`config.mk`:
```
export PLATFORM = sky130hd
export DESIGN_NAME = priority_resolver_fsm
export DESIGN_NICKNAME = d
export VERILOG_FILES = /design/src/rtl/priority_resolver_fsm.sv
export SDC_FILE = /design/constraint.sdc
export NUM_CORES = 1
export LEC_CHECK = 0
export BUFFER_PORTS_ARGS = -buffer_cell sky130_fd_sc_hd__buf_4
export CAP_MARGIN = 25
export CORE_AREA = 4 4 103 95
export CTS_BUF_LIST = sky130_fd_sc_hd__clkbuf_16
export CTS_CLUSTER_SIZE = 25
export DETAILED_ROUTE_END_ITERATION = 6
export DIE_AREA = 0 0 107 99
export PLACE_DENSITY_LB_ADDON = 0.12
export SETUP_SLACK_MARGIN = 0.15
export SLEW_MARGIN = 20
export SYNTH_ARGS = -nofsm -noshare
export SYNTH_HDL_FRONTEND = slang
export SYNTH_SLANG_ARGS = --single-unit
```
`constraint.sdc`:
```
create_clock -name clock -period 7.3 [get_ports clock]
set_input_delay 1.095 -clock clock [delete_from_list [all_inputs] [get_ports clock]]
set_output_delay 1.095 -clock clock [all_outputs]
set_load 0.01 [all_outputs]
```
`src/rtl/priority_resolver_fsm.sv`:
```
// Registered N-input priority resolver with ISR, EOI handling, rotation and INT/ACK handshake.
// Resolution is combinational; every output and all state update on the rising clock edge.
module priority_resolver_fsm #(
    parameter int NUM_IRQ = 8,
    parameter int IDX_W   = $clog2(NUM_IRQ)
) (
    input  logic               clock,
    input  logic               reset,
    input  logic [NUM_IRQ-1:0] interrupt_request,
    input  logic [NUM_IRQ-1:0] interrupt_mask,
    input  logic               special_mask_mode,
    input  logic               special_fully_nest_config,
    input  logic               auto_eoi,
    input  logic               rotate_on_eoi,
    input  logic               int_ack,
    input  logic               eoi,
    input  logic               eoi_specific,
    input  logic [IDX_W-1:0]   eoi_level,
    input  logic               set_priority,
    output logic               int_out,
    output logic               vector_valid,
    output logic [IDX_W-1:0]   vector_index,
    output logic               spurious,
    output logic [NUM_IRQ-1:0] in_service_register,
    output logic [IDX_W-1:0]   priority_rotate
);
    typedef enum logic [1:0] {S_IDLE, S_PEND, S_ACK} state_t;

    state_t             r_state, w_next;
    logic               r_int_out, r_vector_valid, r_spurious;
    logic [IDX_W-1:0]   r_vector_index, r_rotate;
    logic [NUM_IRQ-1:0] r_isr;

    // Rank 0 is the highest priority: the level just above the rotation pointer.
    function automatic logic [IDX_W-1:0] rank_of(input logic [IDX_W-1:0] lvl,
                                                 input logic [IDX_W-1:0] rot);
        return IDX_W'(lvl - rot - IDX_W'(1));
    endfunction

    // Returns {found, level} of the highest-priority set bit of vec.
    function automatic logic [IDX_W:0] find_hp(input logic [NUM_IRQ-1:0] vec,
                                               input logic [IDX_W-1:0]   rot);
        logic             found;
        logic [IDX_W-1:0] idx;
        logic [IDX_W-1:0] lvl;
        found = 1'b0;
        idx   = '0;
        for (int k = NUM_IRQ - 1; k >= 0; k--) begin
            lvl = IDX_W'(rot + IDX_W'(1) + IDX_W'(k));
            if (vec[lvl]) begin
                found = 1'b1;
                idx   = lvl;
            end
        end
        return {found, idx};
    endfunction

    logic [NUM_IRQ-1:0] w_eligible, w_isr_block, w_qual;
    logic [IDX_W:0]     w_blk, w_cand, w_ns;
    logic [IDX_W-1:0]   w_blk_rank;
    logic               w_cand_vld, w_ack_take;

    assign w_eligible  = interrupt_request & ~interrupt_mask;
    assign w_isr_block = special_mask_mode ? (r_isr & ~interrupt_mask) : r_isr;
    assign w_blk       = find_hp(w_isr_block, r_rotate);
    assign w_blk_rank  = rank_of(w_blk[IDX_W-1:0], r_rotate);

    always_comb begin
        w_qual = '0;
        for (int i = 0; i < NUM_IRQ; i++) begin
            w_qual[i] = !w_blk[IDX_W]
                     || (rank_of(IDX_W'(i), r_rotate) < w_blk_rank)
                     || (special_fully_nest_config && rank_of(IDX_W'(i), r_rotate) == w_blk_rank);
        end
    end

    assign w_cand     = find_hp(w_eligible & w_qual, r_rotate);
    assign w_cand_vld = w_cand[IDX_W];
    assign w_ack_take = (r_state == S_PEND) && int_ack;
    // Non-specific EOI looks at the raw ISR, mask does not matter here.
    assign w_ns       = find_hp(r_isr, r_rotate);

    always_comb begin
        w_next = r_state;
        case (r_state)
            S_IDLE:  if (w_cand_vld) w_next = S_PEND;
            S_PEND:  if (int_ack)    w_next = S_ACK;
            S_ACK:                   w_next = S_IDLE;
            default:                 w_next = S_IDLE;
        endcase
    end

    logic [NUM_IRQ-1:0] w_clr, w_set, w_isr_next;
    logic [IDX_W-1:0]   w_rot_next;

    always_comb begin
        w_clr      = '0;
        w_set      = '0;
        w_rot_next = r_rotate;
        if (eoi && w_ns[IDX_W]) begin
            w_clr[w_ns[IDX_W-1:0]] = 1'b1;
            if (rotate_on_eoi) w_rot_next = w_ns[IDX_W-1:0];
        end
        if (eoi_specific) w_clr[eoi_level] = 1'b1;
        if (w_ack_take && w_cand_vld) begin
            if (!auto_eoi)          w_set[w_cand[IDX_W-1:0]] = 1'b1;
            else if (rotate_on_eoi) w_rot_next = w_cand[IDX_W-1:0];
        end
        if (set_priority) w_rot_next = eoi_level;
        w_isr_next = (r_isr & ~w_clr) | w_set;
    end

    always_ff @(posedge clock) begin
        if (reset) r_state <= S_IDLE;
        else       r_state <= w_next;
    end

    always_ff @(posedge clock) begin
        if (reset) begin
            r_int_out      <= 1'b0;
            r_vector_valid <= 1'b0;
            r_vector_index <= '0;
            r_spurious     <= 1'b0;
            r_isr          <= '0;
            r_rotate       <= '1;
        end else begin
            r_int_out      <= (w_next == S_PEND);
            r_vector_valid <= w_ack_take;
            r_spurious     <= w_ack_take && !w_cand_vld;
            if (w_ack_take) r_vector_index <= w_cand_vld ? w_cand[IDX_W-1:0] : '1;
            r_isr          <= w_isr_next;
            r_rotate       <= w_rot_next;
        end
    end

    assign int_out             = r_int_out;
    assign vector_valid        = r_vector_valid;
    assign vector_index        = r_vector_index;
    assign spurious            = r_spurious;
    assign in_service_register = r_isr;
    assign priority_rotate     = r_rotate;
endmodule

```
* After elaboration in Yosys (flattened, before gate mapping)
Index checks and enable logic that the tools add are counted.
Word-level totals: register bits 19, input bits 29
Cells by class: magnitude comparators 22, muxes and demuxes 117, $add $sub $neg 26, eq/ne operators 10, reduce and logical (&&, ||, !) cells 34, bitwise operators 8
Operators by type and width (number):
- 3-bit two-way mux | 31
- 1-bit binary-select mux with 3-bit select | 24
- 1-bit two-way mux | 51
- 3-bit by 4-bit less-than comparator with 1-bit output (second input constant) | 11
- 8-bit two-way mux | 5
- 8-bit AND | 4
- 3-bit by 1-bit subtractor with 3-bit output (second input constant) | 9
- 3-bit equality test | 8
- 3-bit less-than comparator | 8
- 1-bit logical OR | 16
- 8-bit inverter | 2
- 8-bit bitwise OR | 2
- 1-bit logical AND | 15
- 3-bit adder (second input constant) | 4
- 3-bit subtractor (first input constant) | 4
- 1-bit demux with 3-bit select | 3
- 3-bit by 1-bit >= comparator with 1-bit output (second input constant) | 3
- 3-bit by 1-bit adder with 3-bit output (second input constant) | 2
- 3-bit by 2-bit adder with 3-bit output (second input constant) | 2
- 1-bit by 3-bit subtractor with 3-bit output (first input constant) | 2
- 2-bit by 3-bit subtractor with 3-bit output (first input constant) | 2
- 2-bit by 1-bit equality test with 1-bit output (second input constant) | 2
- 2-bit two-way mux | 2
- 2-bit case mux with 2 select lines | 1
- 3 further kinds | 4

* Longest topological paths before layout
depth after elaboration 36, depth in mapped cells 32, gate-level depth less buffers 25

* Worst setup path after synthesis
OpenSTA, ideal clock, no wires.
kind register to register, from register r_rotate[0] (netlist: priority_rotate[0]), to register r_isr[0] (netlist: in_service_register[0]), slack -190 ps, library setup time 60 ps, data arrival time 7430 ps, path buffers 9, stages on the path, launching flop included 31, cells stage by stage dfxtp_1 > inv_2 > buf_6 > buf_2 > clkbuf_1 > ha_1 > clkbuf_1 > clkbuf_1 > buf_1 > buf_1 > clkbuf_1 > clkbuf_1 > a21oi_1 > a311oi_1 > o21bai_1 > o221a_2 > fa_1 > inv_1 > ha_1 > nor2b_1 > o21ai_0 > or3b_2 > mux2_2 > and4_1 > nor2_1 > a21oi_1 > a22oi_2 > nand2b_1 > o32a_1 > a211oi_4 > a41o_1
Between the ends: longest elaborated chain between the ends 35, elaborated cells on any way between the ends 184, classes of those cells 26 x add/sub; 12 x order compare; 8 x eq/ne; 104 x mux; 5 x bitwise; 29 x reduce/logical
RTL lines:
- start: declaration | line 31 | logic [IDX_W-1:0] r_vector_index, r_rotate;
- start signal: assignment | line 132 | r_rotate <= w_rot_next;
- 3-bit by 1-bit adder with 3-bit output | line 49 | lvl = IDX_W'(rot + IDX_W'(1) + IDX_W'(k));
- 3-bit adder | line 49
- 1-bit binary-select mux with 3-bit select | line 50 | if (vec[lvl]) begin
- 1-bit two-way mux (implied by the code) | line 50
- 3-bit two-way mux (8 in series) | line 50
- 3-bit subtractor | line 37 | return IDX_W'(lvl - rot - IDX_W'(1));
- 3-bit by 1-bit subtractor with 3-bit output | line 37
- 3-bit less-than comparator / 3-bit equality test (equally long branches) | line 72, 73
- [... 5 more ...]
- 3-bit two-way mux (8 in series) | line 50
- 3-bit by 4-bit less-than comparator with 1-bit output (implied by the code) / 3-bit by 1-bit >= comparator with 1-bit output (equally long branches) | line 106 | if (!auto_eoi) w_set[w_cand[IDX_W-1:0]] = 1'b1;
- 1-bit logical AND (implied by the code) | line 106
- 1-bit two-way mux (implied by the code) | line 106
- 1-bit demux with 3-bit select | line 106
- 8-bit two-way mux | line 106
- 8-bit two-way mux | line 105 | if (w_ack_take && w_cand_vld) begin
- 8-bit bitwise OR (*) | line 110 | w_isr_next = (r_isr & ~w_clr) | w_set;
- end signal: assignment | line 131 | r_isr <= w_isr_next;
- end: declaration | line 32 | logic [NUM_IRQ-1:0] r_isr;
Every way passes the cells marked *; elsewhere a longest branch is shown, timed or not. The select of a mux whose other input is x is not followed. A chain may end at the register's enable or synchronous reset.

* Worst setup path after layout
from input special_mask_mode, to register r_isr[4] (netlist: in_service_register[4])
Between the ends: longest elaborated chain between the ends 34, elaborated cells on any way between the ends 118, classes of those cells 2 x add/sub; 10 x order compare; 8 x eq/ne; 69 x mux; 2 x bitwise; 27 x reduce/logical
RTL lines:
- start: declaration | line 11 | input logic special_mask_mode,
- 8-bit two-way mux (*) | line 64 | assign w_isr_block = special_mask_mode ? (r_isr & ~interrupt_mask) : r_isr;
- 1-bit binary-select mux with 3-bit select | line 50
- 1-bit two-way mux (implied by the code) | line 50
- 3-bit two-way mux (8 in series) | line 50
- 3-bit subtractor | line 37
- 3-bit by 1-bit subtractor with 3-bit output | line 37
- 3-bit less-than comparator / 3-bit equality test (equally long branches) | line 72, 73
- 1-bit logical OR / 1-bit logical AND (equally long branches) | line 72, 73
- [... 4 more ...]
- 3-bit two-way mux (8 in series) | line 50
- 3-bit by 4-bit less-than comparator with 1-bit output (implied by the code) / 3-bit by 1-bit >= comparator with 1-bit output (equally long branches) | line 106
- 1-bit logical AND (implied by the code) | line 106
- 1-bit two-way mux (implied by the code) | line 106
- 1-bit demux with 3-bit select | line 106
- 8-bit two-way mux | line 106
- 8-bit two-way mux (*) | line 105
- 8-bit bitwise OR (*) | line 110
Marked as above.

==> metrics list <==
* Arr. time, crit path: 7.09 ns
- Synth Cell Area: 0.00428 mm2
- In this run the worst hold path is classified as flop to flop.
- For met3 alone, demand over resource in global routing was 0.0380.
- Summing all placed instances gives a cell area of 0.00478 mm2.
* Clock transition at path regs: 0.05 ns
- The detail route stage leaves a number of antenna-violating nets equal to 0.
- Headroom to the max-slew limit came out at 0.526.
* Startpoint class of the critical path: input port
- Reg-to-Reg End: in_service_register[4]
* Net count, final: 650
* Num ports: 46
* Die outline area: 0.0106 mm2
- Final design utilization: 0.582
- The via count of the first global-routing pass was 4,623.
- The final-report hold violation count is 0.
- Counting cells, the worst reg-to-reg path comes to 24.
- For the worst-skew pair, the clock arrives at the later sink with an insertion delay of 0.25 ns.
* Most congested layer reported by global routing: met2
- RSZ-0062 raised after global routing: no
- Detailed placement ended at an HPWL of 11,900 um.
* Final weighted congestion of routability-driven global placement: 0.987
* Top cells by area in the synthesized netlist: sky130_fd_sc_hd__dfxtp_1, sky130_fd_sc_hd__mux4_2, sky130_fd_sc_hd__nand2_1
- Post-CTS Hold Buffers: 0
* Antenna violations before repair: 0
- In this run the number of H-tree levels came out at 1.
* Total non-filler cell area in the finished layout: 0.00498 mm2
- Of the synthesized area, sequential elements account for 0.0888.
* Clock tree from TritonCTS: yes
- Dividing the final minimum period by the clock period gives 0.951.
* Overall track demand over capacity in global routing: 0.277
- DRC violation total after the first TritonRoute iteration: 364
* Final Routed Wirelength: 15,400 um
- Routed vias/inst: 6.85
* Maximum clock path buffer count: 2
* Worst hold path depth: 1
- Total nets after synthesis: 608
- Final global-route overflow total: 0
- IR analysis of the VDD net gives a maximum drop of 0.000202 V.
- Fillers: 821
* Global-route wire length before repair: 23,900 um
* Average cell area after synthesis: 7.54 um2
- The number of different library cells used by synthesis comes to 96.
- TritonCTS created 3 clock buffers.
- Die Height: 99 um
- Crit path setup slack, layout: 0.357 ns
* Number of enable flip-flop cells after synthesis: 0
- In this run the core area contains 32 standard-cell rows.
* Vias after detailed routing: 4,986
- After routing, the total negative slack on setup checks comes to 0 ns.
- Power spread over the standard cell area amounts to 227 mW/mm2.
- CTS placed an instance of sky130_fd_sc_hd__clkbuf_16 at the clock tree root.
- Number of sinks on the clock net: 19
- The max-slew violation total from the final report was 0.
* Endpoint, Worst Hold: r_state[0]
- Share of post-route cells with drive strength above 1: 0.245
* Detailed-routing iteration count for the pre-antenna-repair pass: 5
- Setup violations remaining at the end of the flow were counted as 0.
- Largest driver fanout on the critical path: 10
- In this run, synthesis produced a sequential element count of 19.
* Origin of the worst min-delay path: r_state[1]
* Drt drc: 0
- At the worst endpoint, the required time is 7.44 ns.
- Area inside the core boundary: 0.00857 mm2
* Minimum setup slack after placement: 0.0333 ns
* Worst setup path class: input port to flop
- Measured along the x axis, the die boundary spans 107 um.
- Prevailing post-synth register cell: sky130_fd_sc_hd__dfxtp_1
* Fmax achieved: 0.144 GHz
- Effective utilization at floorplan: 0.500
- The analysis attributes to cell leakage a power of 0.00196 uW.
- Across the run, the number of max-cap violations was 0.
- The repair_antennas step left the layout with diodes totalling 0.
- The setup check on the worst reg-to-reg path leaves a slack of 0.47 ns.
- Post-synthesis cell type with the largest combined area: sky130_fd_sc_hd__dfxtp_1
- Cell count after synthesis: 568
* Beginning of the worst register-to-register path: priority_rotate[0]
- Met2 Usage GRT: 0.427
- Tracing the worst setup path back leads to its startpoint at special_mask_mode.
- From synthesis to final layout, the design area changed by 16.4%.
- PortBufs: 45
* Critical path capture point type: flop
* Met1 usage in global routing: 0.411
- After detailed routing, the average wire length per cell comes to 21.1 um.
- In the synthesized netlist the async set-or-reset flop fraction comes to 0.
* Slew at the pin closest to its max-slew limit: 0.705 ns
- On the final layout, the worst clock skew is 0.00266 ns.
- The share of synthesized area in the top cell type comes to 0.0888.
- Yosys printed 0 warnings.
- The flow ran to the end, and the final reports show no timing, DRC or antenna violations.
- Post-route minimum period: 6.94 ns
- Entering global routing, the biggest net connects 37 pins.
-- sequential cells by signal, summed over array words and instances (netlist names) --
signal and cells:
vector_index 3, priority_rotate 3, int_out 1, spurious 1, in_service_register 8, vector_valid 1
r_state 2
-- worst max-delay path, stage by stage --
cell and delay, ns:
sky130_fd_sc_hd__buf_4 0.17, sky130_fd_sc_hd__a21boi_2 0.12, sky130_fd_sc_hd__mux2_2 0.31, sky130_fd_sc_hd__mux4_2 0.50, sky130_fd_sc_hd__nor2b_1 0.18, sky130_fd_sc_hd__a221oi_2 0.22, sky130_fd_sc_hd__a211oi_1 0.08, sky130_fd_sc_hd__a311oi_1 0.29
sky130_fd_sc_hd__o21bai_1 0.09, sky130_fd_sc_hd__o221a_2 0.25, sky130_fd_sc_hd__fa_1 0.52, sky130_fd_sc_hd__inv_1 0.11, sky130_fd_sc_hd__ha_4 0.30, sky130_fd_sc_hd__nor2b_1 0.12, sky130_fd_sc_hd__o21ai_0 0.12, sky130_fd_sc_hd__or3b_2 0.49
sky130_fd_sc_hd__mux2_2 0.32, sky130_fd_sc_hd__and4_1 0.21, sky130_fd_sc_hd__nor2_1 0.10, sky130_fd_sc_hd__nand2_1 0.14, sky130_fd_sc_hd__and3_1 0.28, sky130_fd_sc_hd__o31ai_1 0.35, sky130_fd_sc_hd__a22oi_1 0.21, sky130_fd_sc_hd__nor2b_2 0.24
sky130_fd_sc_hd__a41o_1 0.26
-- area by class of cell --
type,count,area [um2],share of cell area
clock buffers,3,75.1,0.0151
clock inverters,1,5.00,0.00100
inverters,18,67.6,0.0136
multi-input cells,498,3760,0.755
flip-flops and latches,19,382,0.0766
well taps,119,149,0.0299
repair buffers,70,542,0.109
-- cells in the mapped netlist, drive strengths merged, types with 3 or more instances --
cell type and n:
a2111oi 5, a211oi 12, a21boi 12, a21oi 37, a221oi 3, a22o 4
a22oi 11, a311oi 3, a31oi 11, a41o 4, and2 12, and3 6
buf 17, clkbuf 16, dfxtp 19, ha 10, inv 17, mux2 11
mux2i 19, mux4 16, nand2 68, nand2b 9, nand3 15, nand3b 6
nand4 4, nor2 41, nor2b 17, nor3 10, nor3b 5, nor4 5
o211a 6, o211ai 9, o21a 4, o21ai 41, o21bai 3, o221ai 5
o22ai 6, o31a 4, o31ai 4, o41ai 6, or2 3, or3 4
xnor2 6, xor2 4
-- through the flow --
| stage | total power, uW | hold WS, ns | cells |
|---|---|---|---|
| 2_1_floorplan | 736 | 0.423 | 568 |
| 3_3_place_gp | 932 | 0.436 | 723 |
| 3_5_place_dp | 947 | 0.461 | 723 |
| 4_1_cts | 1060 | 0.469 | 727 |
| 5_1_grt | 1200 | 0.486 | 728 |
| 6_report | 1130 | 0.475 | 728 |
-- power breakdown --
part / internal [uW] / switching [uW] / total (uW) / leakage, uW
clock network: 73.4 / 39.1 / 113 / 0.0000409
logic: 352 / 536 / 889 / 0.00177
registers: 113 / 14.6 / 128 / 0.000155
total: 539 / 590 / 1130 / 0.00196
-- per-layer routing --
layer | up-vias | wire length (um)
met5 | - | 0
met4 | 0 | 199
met3 | 23 | 1320
met2 | 234 | 7190
met1 | 2420 | 6660
li1 | 2309 | -
-- repair_timing --
item | CTS | global route
setup buffers | 0 | 1
hold endpoints to repair | 0 | 0
endpoints found under the setup margin | 0 | 11
gates resized for setup | 0 | 22
-- worst max path at each step --
stage | end | slack [ns] | cells after the start
2_1_floorplan | in_service_register[0] | 0.18 | 30
3_3_place_gp | in_service_register[1] | 0.20 | 25
3_5_place_dp | in_service_register[4] | 0.03 | 25
4_1_cts | in_service_register[4] | 0.28 | 25
5_1_grt | in_service_register[0] | 0.07 | 25
6_report | in_service_register[4] | 0.36 | 25
-- layout by cell type, fill, tap and decap left out, types with 15 or more instances in the layout --
| cell | instances |
|---|---|
| sky130_fd_sc_hd__o21ai_0 | 38 |
| sky130_fd_sc_hd__nand3_1 | 15 |
| sky130_fd_sc_hd__mux4_2 | 16 |
| sky130_fd_sc_hd__a21oi_1 | 36 |
| sky130_fd_sc_hd__inv_1 | 16 |
| sky130_fd_sc_hd__buf_4 | 68 |
| sky130_fd_sc_hd__mux2i_1 | 18 |
| sky130_fd_sc_hd__dfxtp_1 | 18 |
| sky130_fd_sc_hd__nor2_1 | 40 |
| sky130_fd_sc_hd__nor2b_1 | 16 |
| sky130_fd_sc_hd__nand2_1 | 68 |
-- cell families (layout without fill, tap and decap cells) --
logic type	after synthesis	in the layout	share of synthesized area
AO/OA/AOI/OAI	217	217	0.385
adder cells (fa/ha/maj)	11	11	0.0339
multiplexers	46	46	0.158
XOR/XNOR	11	11	0.0292
buffers and inverters	51	92	0.0549
AND/OR/NAND/NOR	213	213	0.250
flip-flops	19	19	0.0888
Power figures use the tool's default switching activity.
